==> src/rtl/ram_loader.sv <==
// RAM16K front-end: CPU write pass-through in IDLE, or loader-owned constant
// fill / high-byte-first stream load into sequential addresses from 0.
module ram_loader #(
   parameter int ADDR_W = 14,
   parameter int DATA_W = 16,
   parameter int DEPTH  = 16384
) (
   input  logic              clk,
   input  logic              reset,
   input  logic              start,
   input  logic              mode,
   input  logic [ADDR_W:0]   word_count,
   input  logic [DATA_W-1:0] fill_value,
   input  logic              abort,
   input  logic [7:0]        byte_in,
   input  logic              byte_valid,
   output logic              byte_ready,
   input  logic              cpu_load,
   input  logic [ADDR_W-1:0] cpu_address,
   input  logic [DATA_W-1:0] cpu_in,
   output logic              ram_load,
   output logic [ADDR_W-1:0] ram_address,
   output logic [DATA_W-1:0] ram_in,
   output logic              busy,
   output logic              done,
   output logic              error
);

   typedef enum logic [2:0] {
      S_IDLE, S_RX_HI, S_RX_LO, S_WRITE, S_FILL, S_DONE
   } state_t;

   localparam logic [ADDR_W:0] DEPTH_C = DEPTH[ADDR_W:0];
   localparam logic [ADDR_W:0] ONE_C   = {{ADDR_W{1'b0}}, 1'b1};

   state_t              state_q;
   logic [ADDR_W-1:0]   addr_q;
   logic [ADDR_W:0]     cnt_q;
   logic [ADDR_W:0]     len_q;
   logic [DATA_W-1:0]   word_q;
   logic                busy_q;
   logic                done_q;
   logic                error_q;
   logic                byte_ready_q;
   logic [ADDR_W:0]     cnt_d;
   logic                legal;

   assign cnt_d = cnt_q + ONE_C;
   assign legal = (word_count != '0) && (word_count <= DEPTH_C);

   always_ff @(posedge clk or negedge reset) begin
      if (!reset) begin
         state_q      <= S_IDLE;
         addr_q       <= '0;
         cnt_q        <= '0;
         len_q        <= '0;
         word_q       <= '0;
         busy_q       <= 1'b0;
         done_q       <= 1'b0;
         error_q      <= 1'b0;
         byte_ready_q <= 1'b0;
      end else begin
         done_q  <= 1'b0;
         error_q <= 1'b0;
         case (state_q)
            S_IDLE: begin
               if (start) begin
                  if (legal) begin
                     len_q  <= word_count;
                     word_q <= fill_value;
                     addr_q <= '0;
                     cnt_q  <= '0;
                     busy_q <= 1'b1;
                     if (mode) begin
                        state_q <= S_FILL;
                     end else begin
                        state_q      <= S_RX_HI;
                        byte_ready_q <= 1'b1;
                     end
                  end else begin
                     error_q <= 1'b1;
                  end
               end
            end
            S_RX_HI, S_RX_LO: begin
               if (abort) begin
                  state_q      <= S_IDLE;
                  busy_q       <= 1'b0;
                  byte_ready_q <= 1'b0;
               end else if (byte_valid) begin
                  if (state_q == S_RX_HI) begin
                     word_q[15:8] <= byte_in;
                     state_q      <= S_RX_LO;
                  end else begin
                     word_q[7:0]  <= byte_in;
                     state_q      <= S_WRITE;
                     byte_ready_q <= 1'b0;
                  end
               end
            end
            S_WRITE, S_FILL: begin
               // The write of this cycle happens regardless of abort; only the successor changes.
               addr_q <= addr_q + 1'b1;
               cnt_q  <= cnt_d;
               if (abort) begin
                  state_q <= S_IDLE;
                  busy_q  <= 1'b0;
               end else if (cnt_d == len_q) begin
                  state_q <= S_DONE;
                  done_q  <= 1'b1;
               end else if (state_q == S_WRITE) begin
                  state_q      <= S_RX_HI;
                  byte_ready_q <= 1'b1;
               end
            end
            S_DONE: begin
               state_q <= S_IDLE;
               busy_q  <= 1'b0;
            end
            default: begin
               state_q      <= S_IDLE;
               busy_q       <= 1'b0;
               byte_ready_q <= 1'b0;
            end
         endcase
      end
   end

   always_comb begin
      ram_load    = 1'b0;
      ram_address = cpu_address;
      ram_in      = cpu_in;
      if (state_q == S_IDLE) begin
         ram_load = cpu_load & reset;
      end else begin
         ram_load    = reset & ((state_q == S_WRITE) || (state_q == S_FILL));
         ram_address = addr_q;
         ram_in      = word_q;
      end
   end

   assign busy       = busy_q;
   assign done       = done_q;
   assign error      = error_q;
   assign byte_ready = byte_ready_q;

endmodule

==> config.mk <==
export PLATFORM = sky130hd
export DESIGN_NAME = ram_loader
export DESIGN_NICKNAME = d
export VERILOG_FILES = /design/src/rtl/ram_loader.sv
export SDC_FILE = /design/constraint.sdc
export NUM_CORES = 1
export LEC_CHECK = 0
export BUFFER_PORTS_ARGS = -buffer_cell sky130_fd_sc_hd__buf_4
export CAP_MARGIN = 15
export CORE_MARGIN = 5
export CORE_UTILIZATION = 38
export DETAILED_ROUTE_END_ITERATION = 7
export GPL_ROUTABILITY_DRIVEN = 1
export RECOVER_POWER = 100
export SETUP_SLACK_MARGIN = 0.2
export SLEW_MARGIN = 5
export SYNTH_ARGS = -nofsm -noshare
export SYNTH_HDL_FRONTEND = slang
export SYNTH_SLANG_ARGS = --single-unit
==> constraint.sdc <==
create_clock -name clk -period 2.1 [get_ports clk]
set_clock_uncertainty 0.15 [all_clocks]
set_input_delay 0 -clock clk [delete_from_list [all_inputs] [get_ports clk]]
set_output_delay 0 -clock clk [all_outputs]
set_load 0.1 [all_outputs]
==> qor.csv, run 1 <==
stage,metric,value,unit
cts,CTS Buffer Depth,2,
power,PwrDens,1920,nW/um2
power,internal power,0.00754,W
power,Seq pwr share,0.153,
sta,Period minus WS final,2.13,ns
grt,first-pass GRT wire length,22600,um
final_layout,final core utilization,0.677,
place,DP Worst Slack,-0.127,ns
final_layout,Layout Nets,744,
floorplanning,number of cell rows,38,
power,Pleak,3.46,nW
cts,Max H-tree Level,3,
cts,CTS tree,yes,
worst_setup_path,type of origin of the critical path,flop,
sta,final hold viol count,0,
yosys,Post-Syn Nets,533,
routing,Post-route DRC,0,
worst_setup_path,crit path DAT,2.21,ns
final_layout,area grow syn2layout,72.9,%
place,DP HPWL,9390,um
yosys,Mapped Area,4300,um2
worst_setup_path,worst path required time,2.18,ns
yosys,sequential element share of the synthesized area,0.390,
sta,Final Slew Violations,0,
routing,Routed Antenna Nets,0,
cts,root buffer cell,clkbuf_16,
floorplanning,core area,11000,um2
yosys,synth warn,0,
final_layout,multi-input logic area,2860,um2
worst_setup_path,flop2flop setup slack,-0.03,ns
power,clock power share,0.114,
yosys,Mean Syn Cell Area,9.46,um2
sta,Slew HR,0.209,
place,IO Port Bufs,110,
routing,final WL,15400,um
sta,setup violators final,6,
job,max_cap viols,0,
yosys,Cell variety after synth,59,
power,Switch Pwr,0.00672,W
yosys,"Async S/R FF share, synth",1.00,
grt,initial antenna violation count,1,
final_layout,share of post-route cells with drive strength above 1,0.458,
sta,setup ws final,-0.0279,ns
final_layout,Reg area,1680,um2
power,Gate power share,0.733,
sta,Hold WS,0.100,ns
floorplanning,area of the die,13600,um2
run_status,failing checks,negative setup slack,
cts,clk sinks,67,
worst_setup_path,Critical Path Sink Type,flop,
final_layout,"Cell Count, Final, Fillers Out",812,
power,Max VDD drop,0.00217,V
yosys,Post-synth EDFFs,0,
routing,vias,4332,
place,placed cells,731,
routing,DR WL/cell,19.0,um
floorplanning,starting density of the core,0.392,
sta,f_max,470,MHz
floorplanning,IO Pins,111,
floorplanning,Die Height,116,um
worst_setup_path,critical path type,flop to flop,
sta,Least-Margin Pin Slew,1.19,ns
worst_setup_path,critical path peak fanout,6,
place,RePlAce Congestion,0.864,
floorplanning,Die W,116,um
run_status,status,finished with violations,
cts,total CTS buffers,9,
grt,largest net degree at the start of global routing,68,
min_path,HP Class,input pin to flop,
sta,final period utilization,1.01,
power,sw frac,0.471,
yosys,Synth Register Bits,67,
routing,Iter 0 DRT Violations,228,
routing,Vias/cell,5.33,
yosys,cell count after synthesis,455,
grt,GRT overflow,0,
grt,GRT Total Usage,0.217,
grt,vias in the first global route,4576,
final_layout,# fillers,785,
cts,"CTS clk-pin slew, worst paths",0.06,ns
cts,clk_lat worst skew,0.34,ns
sta,Post-Route Setup TNS,-0.0708,ns
routing,DRT Pass-1 Iters,4,
yosys,main flop type after synthesis,dfrtp_1,
sta,RSZ-0062 raised after global routing,yes,
-- placed cells by master (no fill, tap or decap), types with 4 or more instances in the layout --
cell type / n
a31oi_1: 4
buf_4: 116
mux2_4: 57
buf_12: 34
xnor2_1: 19
nand4_1: 9
nor3_1: 11
clkbuf_16: 11
dfrtp_1: 61
nor2_1: 36
nor4_2: 4
o21ai_0: 11
nand2_1: 70
mux2_2: 5
clkbuf_1: 7
clkbuf_8: 5
o211ai_1: 5
a21oi_1: 19
nor2_4: 4
buf_6: 15
inv_1: 11
xor2_1: 7
mux2i_1: 6
nand3_1: 8
dfrtp_2: 6
dlygate4sd3_1: 44
-- Yosys cell counts, drive strengths merged (7+ instances only) --
master,n,area [um2]
a21oi,21,109
buf,15,88.8
clkbuf,9,55.1
dfrtp,67,1680
inv,12,45.0
mux2,62,698
mux2i,7,70.1
nand2,73,274
nand3,10,55.1
nand4,11,90.1
nor2,42,163
nor3,14,97.6
nor4,8,68.8
o21ai,16,83.8
xnor2,21,184
xor2,8,70.1
-- worst max-delay path: stages, from the launching register on --
cell     delay (ns)
dfrtp_2        0.43
ha_4           0.19
and3_4         0.18
and3_4         0.15
xnor2_2        0.13
nor4_2         0.31
nand4_2        0.22
o211a_1        0.26
-- registers in the layout, indices dropped and copies added (netlist names), 3 cells and up --
register	count
cnt_q	15
word_q	16
len_q	15
state_q	3
addr_q	14
-- path summary, 6_finish.rpt --
path	startpoint	endpoint	cells after the start
setup / recovery	cnt_q[0]	byte_ready	7
hold / removal	word_count[7]	len_q[14]	6
setup reg to reg	cnt_q[0]	byte_ready	7
hold reg to reg	len_q[6]	len_q[6]	2
max in group asynchronous	reset	cnt_q[3]	3
min in group asynchronous	reset	busy	3
-- routing by layer --
layer,track usage,vias up,share of wire
met5,0,-,0
met2,0.370,141,0.51
met3,0.0492,35,0.056
li1,-,2017,-
met1,0.262,2139,0.41
met4,0.0936,0,0.028
-- power by group through the flow --
stage | registers (W) | clock network (W) | logic, W
2_1_floorplan | 0.00212 | 0 | 0.00573
3_3_place_gp | 0.00213 | 0 | 0.00739
3_5_place_dp | 0.00214 | 0 | 0.00750
4_1_cts | 0.00214 | 0.00163 | 0.00924
5_1_grt | 0.00223 | 0.00169 | 0.0109
6_report | 0.00218 | 0.00163 | 0.0105
-- final cells by class --
type	count	share of cell area
antenna	1	0.000336
timing repair buffer	225	0.316
clock buffer	15	0.0387
clock inverter	1	0.00404
multi-input combinational	351	0.384
sequential	67	0.226
tap	140	0.0235
inverter	12	0.00639
-- cells by family after synthesis --
| group | synth area share |
|---|---|
| simple gates | 0.215 |
| mux | 0.179 |
| compound gates | 0.100 |
| flops | 0.390 |
| buf+inv | 0.0515 |
| xor+xnor | 0.0590 |
| fa+ha+maj | 0.00581 |
-- per-stage QoR --
step	power (W)	area (um2)
floorplan	0.00785	4390
global placement	0.00951	5650
detailed placement	0.00964	5650
CTS	0.0130	7010
global route	0.0148	7440
finish	0.0143	7440
-- repair_timing --
action                                  CTS  global route
cloned                                    3             3
setup buffers                             6             8
resized for setup                       119           101
hold buffers                             44             0
endpoints found under the setup margin   76            84
pin swaps                                10            14
endpoints found under the hold margin   104             0
Power figures use the tool's default switching activity.
==> inputs of run 2 (changes only) <==
PLACE_DENSITY = 0.63   (was default)
clock period = 2.6 ns   (was 2.1 ns; I/O delays follow)
==> qor.csv, run 2 (synthesized netlist as in run 1, its figures left out) <==
stage,metric,value,unit,change
run_status,status,completed,,was finished with violations
power,sw frac,0.539,,was 0.471
grt,initial antenna violation count,0,,was 1
worst_setup_path,Bufs and invs on worst path,3,,was 0
final_layout,Largest regs,"word_q: 16 flops, cnt_q: 15 flops, len_q: 15 flops",,unchanged
sta,RSZ-0062 raised after global routing,yes,,unchanged
grt,GRT overflow,0,,unchanged
routing,Vias/cell,5.22,,was 5.33
floorplanning,starting density of the core,0.392,,unchanged
worst_setup_path,critical path type,input pin to flop,,was flop to flop
final_layout,area grow syn2layout,38.2,%,was 72.9%
final_layout,share of post-route cells with drive strength above 1,0.355,,was 0.458
place,IO Port Bufs,110,,unchanged
final_layout,Top reg by flops,word_q,,unchanged
routing,Iter 0 DRT Violations,118,,was 228
power,Switch Pwr,0.00454,W,was 0.00672 W
power,Pleak,2.67,nW,was 3.46 nW
grt,first-pass GRT wire length,20300,um,was 22600 um
sta,Period minus WS final,2.40,ns,
floorplanning,Die Height,116,um,unchanged
sta,setup violators final,0,,was 6
worst_setup_path,Worst path max stage delay,0.53,ns,was 0.43 ns
final_layout,"commonest cells after routing, fill and taps aside","buf_4 (83), nand2_1 (73), dfrtp_1 (67)",,"was buf_4 (116), nand2_1 (70), dfrtp_1 (61)"
routing,final WL,12100,um,was 15400 um
power,internal power,0.00389,W,was 0.00754 W
worst_setup_path,Crit path max-delay family,simple AND/OR/NAND/NOR gates,,unchanged
worst_setup_path,worst-path cell chain,"dlygate4sd3_1, clkbuf_4, nor4_1, and2_1, o21ai_0, nor2_1, nor3_4, buf_4, mux2_2",,"was ha_4, and3_4, and3_4, xnor2_2, nor4_2, nand4_2, o211a_1"
cts,"CTS clk-pin slew, worst paths",0.05,ns,was 0.06 ns
floorplanning,core area,11000,um2,unchanged
sta,Slew HR,0.206,,was 0.209
cts,root buffer cell,clkbuf_16,,unchanged
floorplanning,IO Pins,111,,unchanged
place,RePlAce Congestion,0.835,,was 0.864
worst_setup_path,type of origin of the critical path,input pin,,was flop
final_layout,n_diodes,0,,was 1
floorplanning,area of the die,13600,um2,unchanged
routing,DRT Pass-1 Iters,4,,unchanged
grt,largest net degree at the start of global routing,48,,was 68
sta,final hold viol count,0,,unchanged
worst_setup_path,critical path peak fanout,8,,was 6
cts,clk_lat worst skew,0.33,ns,was 0.34 ns
place,placed cells,694,,was 731
power,Tot Pwr,0.00844,W,was 0.0143 W
worst_setup_path,worst path required time,2.67,ns,was 2.18 ns
worst_setup_path,"Slowest-stage cell, CP",dlygate4sd3_1,,was dfrtp_2
grt,GRT Total Usage,0.188,,was 0.217
final_layout,max reg flops,16,,unchanged
power,Seq pwr share,0.210,,was 0.153
final_layout,"commonest non-fill, non-tap cell in the layout",buf_4,,unchanged
place,DP HPWL,8400,um,was 9390 um
sta,Least-Margin Pin Slew,1.20,ns,was 1.19 ns
routing,DR WL/cell,16.0,um,was 19.0 um
floorplanning,Die W,116,um,unchanged
job,max_cap viols,0,,unchanged
power,Gate power share,0.647,,was 0.733
cts,Max H-tree Level,3,,unchanged
worst_setup_path,crit path DAT,2.47,ns,was 2.21 ns
power,Max VDD drop,0.00175,V,was 0.00217 V
routing,Post-route DRC,0,,unchanged
min_path,HP Class,input pin to flop,,unchanged
power,PwrDens,1420,nW/um2,was 1920 nW/um2
worst_setup_path,Critical Path Sink Type,flop,,unchanged
routing,vias,3952,,was 4332
cts,CTS tree,yes,,unchanged
sta,final period utilization,0.924,,
cts,total CTS buffers,9,,unchanged
cts,clk sinks,67,,unchanged
sta,Final Slew Violations,0,,unchanged
floorplanning,number of cell rows,38,,unchanged
final_layout,Layout Nets,690,,was 744
sta,Post-Route Setup TNS,0,ns,was -0.0708 ns
power,clock power share,0.143,,was 0.114
sta,f_max,416,MHz,
grt,vias in the first global route,4154,,was 4576
final_layout,"Cell Count, Final, Fillers Out",757,,was 812
routing,Routed Antenna Nets,0,,unchanged
cts,CTS Buffer Depth,2,,unchanged
## run 2: changes by cell type in the layout (fill, tap and decap cells not counted), moves of 4 or more
cell / delta
buf_6: -14
buf_2: +26
o21ai_0: +4
nor2_1: +5
buf_12: -33
buf_4: -33
clkbuf_8: -4
dfrtp_1: +6
mux2_2: +57
mux2_4: -57
nor2_4: -4
dfrtp_2: -6
## run 2: tightest hold or removal path, delay by kind of cell
| kind | cells | cell delay [ns] |
|---|---|---|
| buf+inv | 1 | 0.09 |
| simple gates | 3 | 0.19 |
| compound gates | 2 | 0.18 |
## run 2: path summary, 6_finish.rpt
check	startpoint	end	slack (ns)	cells after the start
min	word_count[6]	len_q[14]	0.03	6
max	word_count[0]	word_q[14]	0.20	9
max reg2reg	cnt_q[1]	byte_ready	0.31	7
min reg2reg	len_q[4]	len_q[4]	0.35	2
min in group asynchronous	reset	len_q[9]	0.61	3
max in group asynchronous	reset	addr_q[10]	0.76	3
## run 2: timing repair
| item | CTS | global route |
|---|---|---|
| resized for setup | 0 | 8 |
| hold endpoints to repair | 104 | 0 |
| hold buffers | 46 | 0 |
| setup endpoints to repair | 0 | 56 |
| setup buffers | 0 | 1 |
## run 2: metal layers
metal / share of wire / up-vias / track usage
met5: 0 / - / 0
met4: 0.030 / 0 / 0.0820
met3: 0.060 / 30 / 0.0415
met2: 0.49 / 120 / 0.321
met1: 0.42 / 1890 / 0.229
li1: - / 1912 / -
## run 2: layout make-up
class,instances,area [um2]
Inverter,12,45.0
Multi-Input combinational cell,351,2440
Clock buffer,11,243
Sequential cell,67,1680
Tap cell,140,175
Clock inverter,5,52.6
Fill cell,968,5040
Timing Repair Buffer,171,1320
## run 2: power groups by stage
stage	sequential, W	clock, W	combinational (W)
2_1_floorplan	0.00170	0	0.00449
3_3_place_gp	0.00177	0	0.00544
3_5_place_dp	0.00177	0	0.00551
4_1_cts	0.00176	0.00123	0.00558
5_1_grt	0.00182	0.00128	0.00578
6_report	0.00177	0.00121	0.00546
## run 2: stage by stage
stage / util / instance area (um2) / hold slack, ns / worst slack, ns
after floorplan: - / 4310 / -0.446 / 0.214
after global placement: 0.478 / 5250 / -0.240 / 0.341
after detailed placement: 0.478 / 5250 / -0.237 / 0.286
after CTS: 0.546 / 6000 / 0.0342 / 0.207
after global routing: 0.541 / 5950 / 0.0881 / 0.0952
final: 0.541 / 5950 / 0.0268 / 0.198
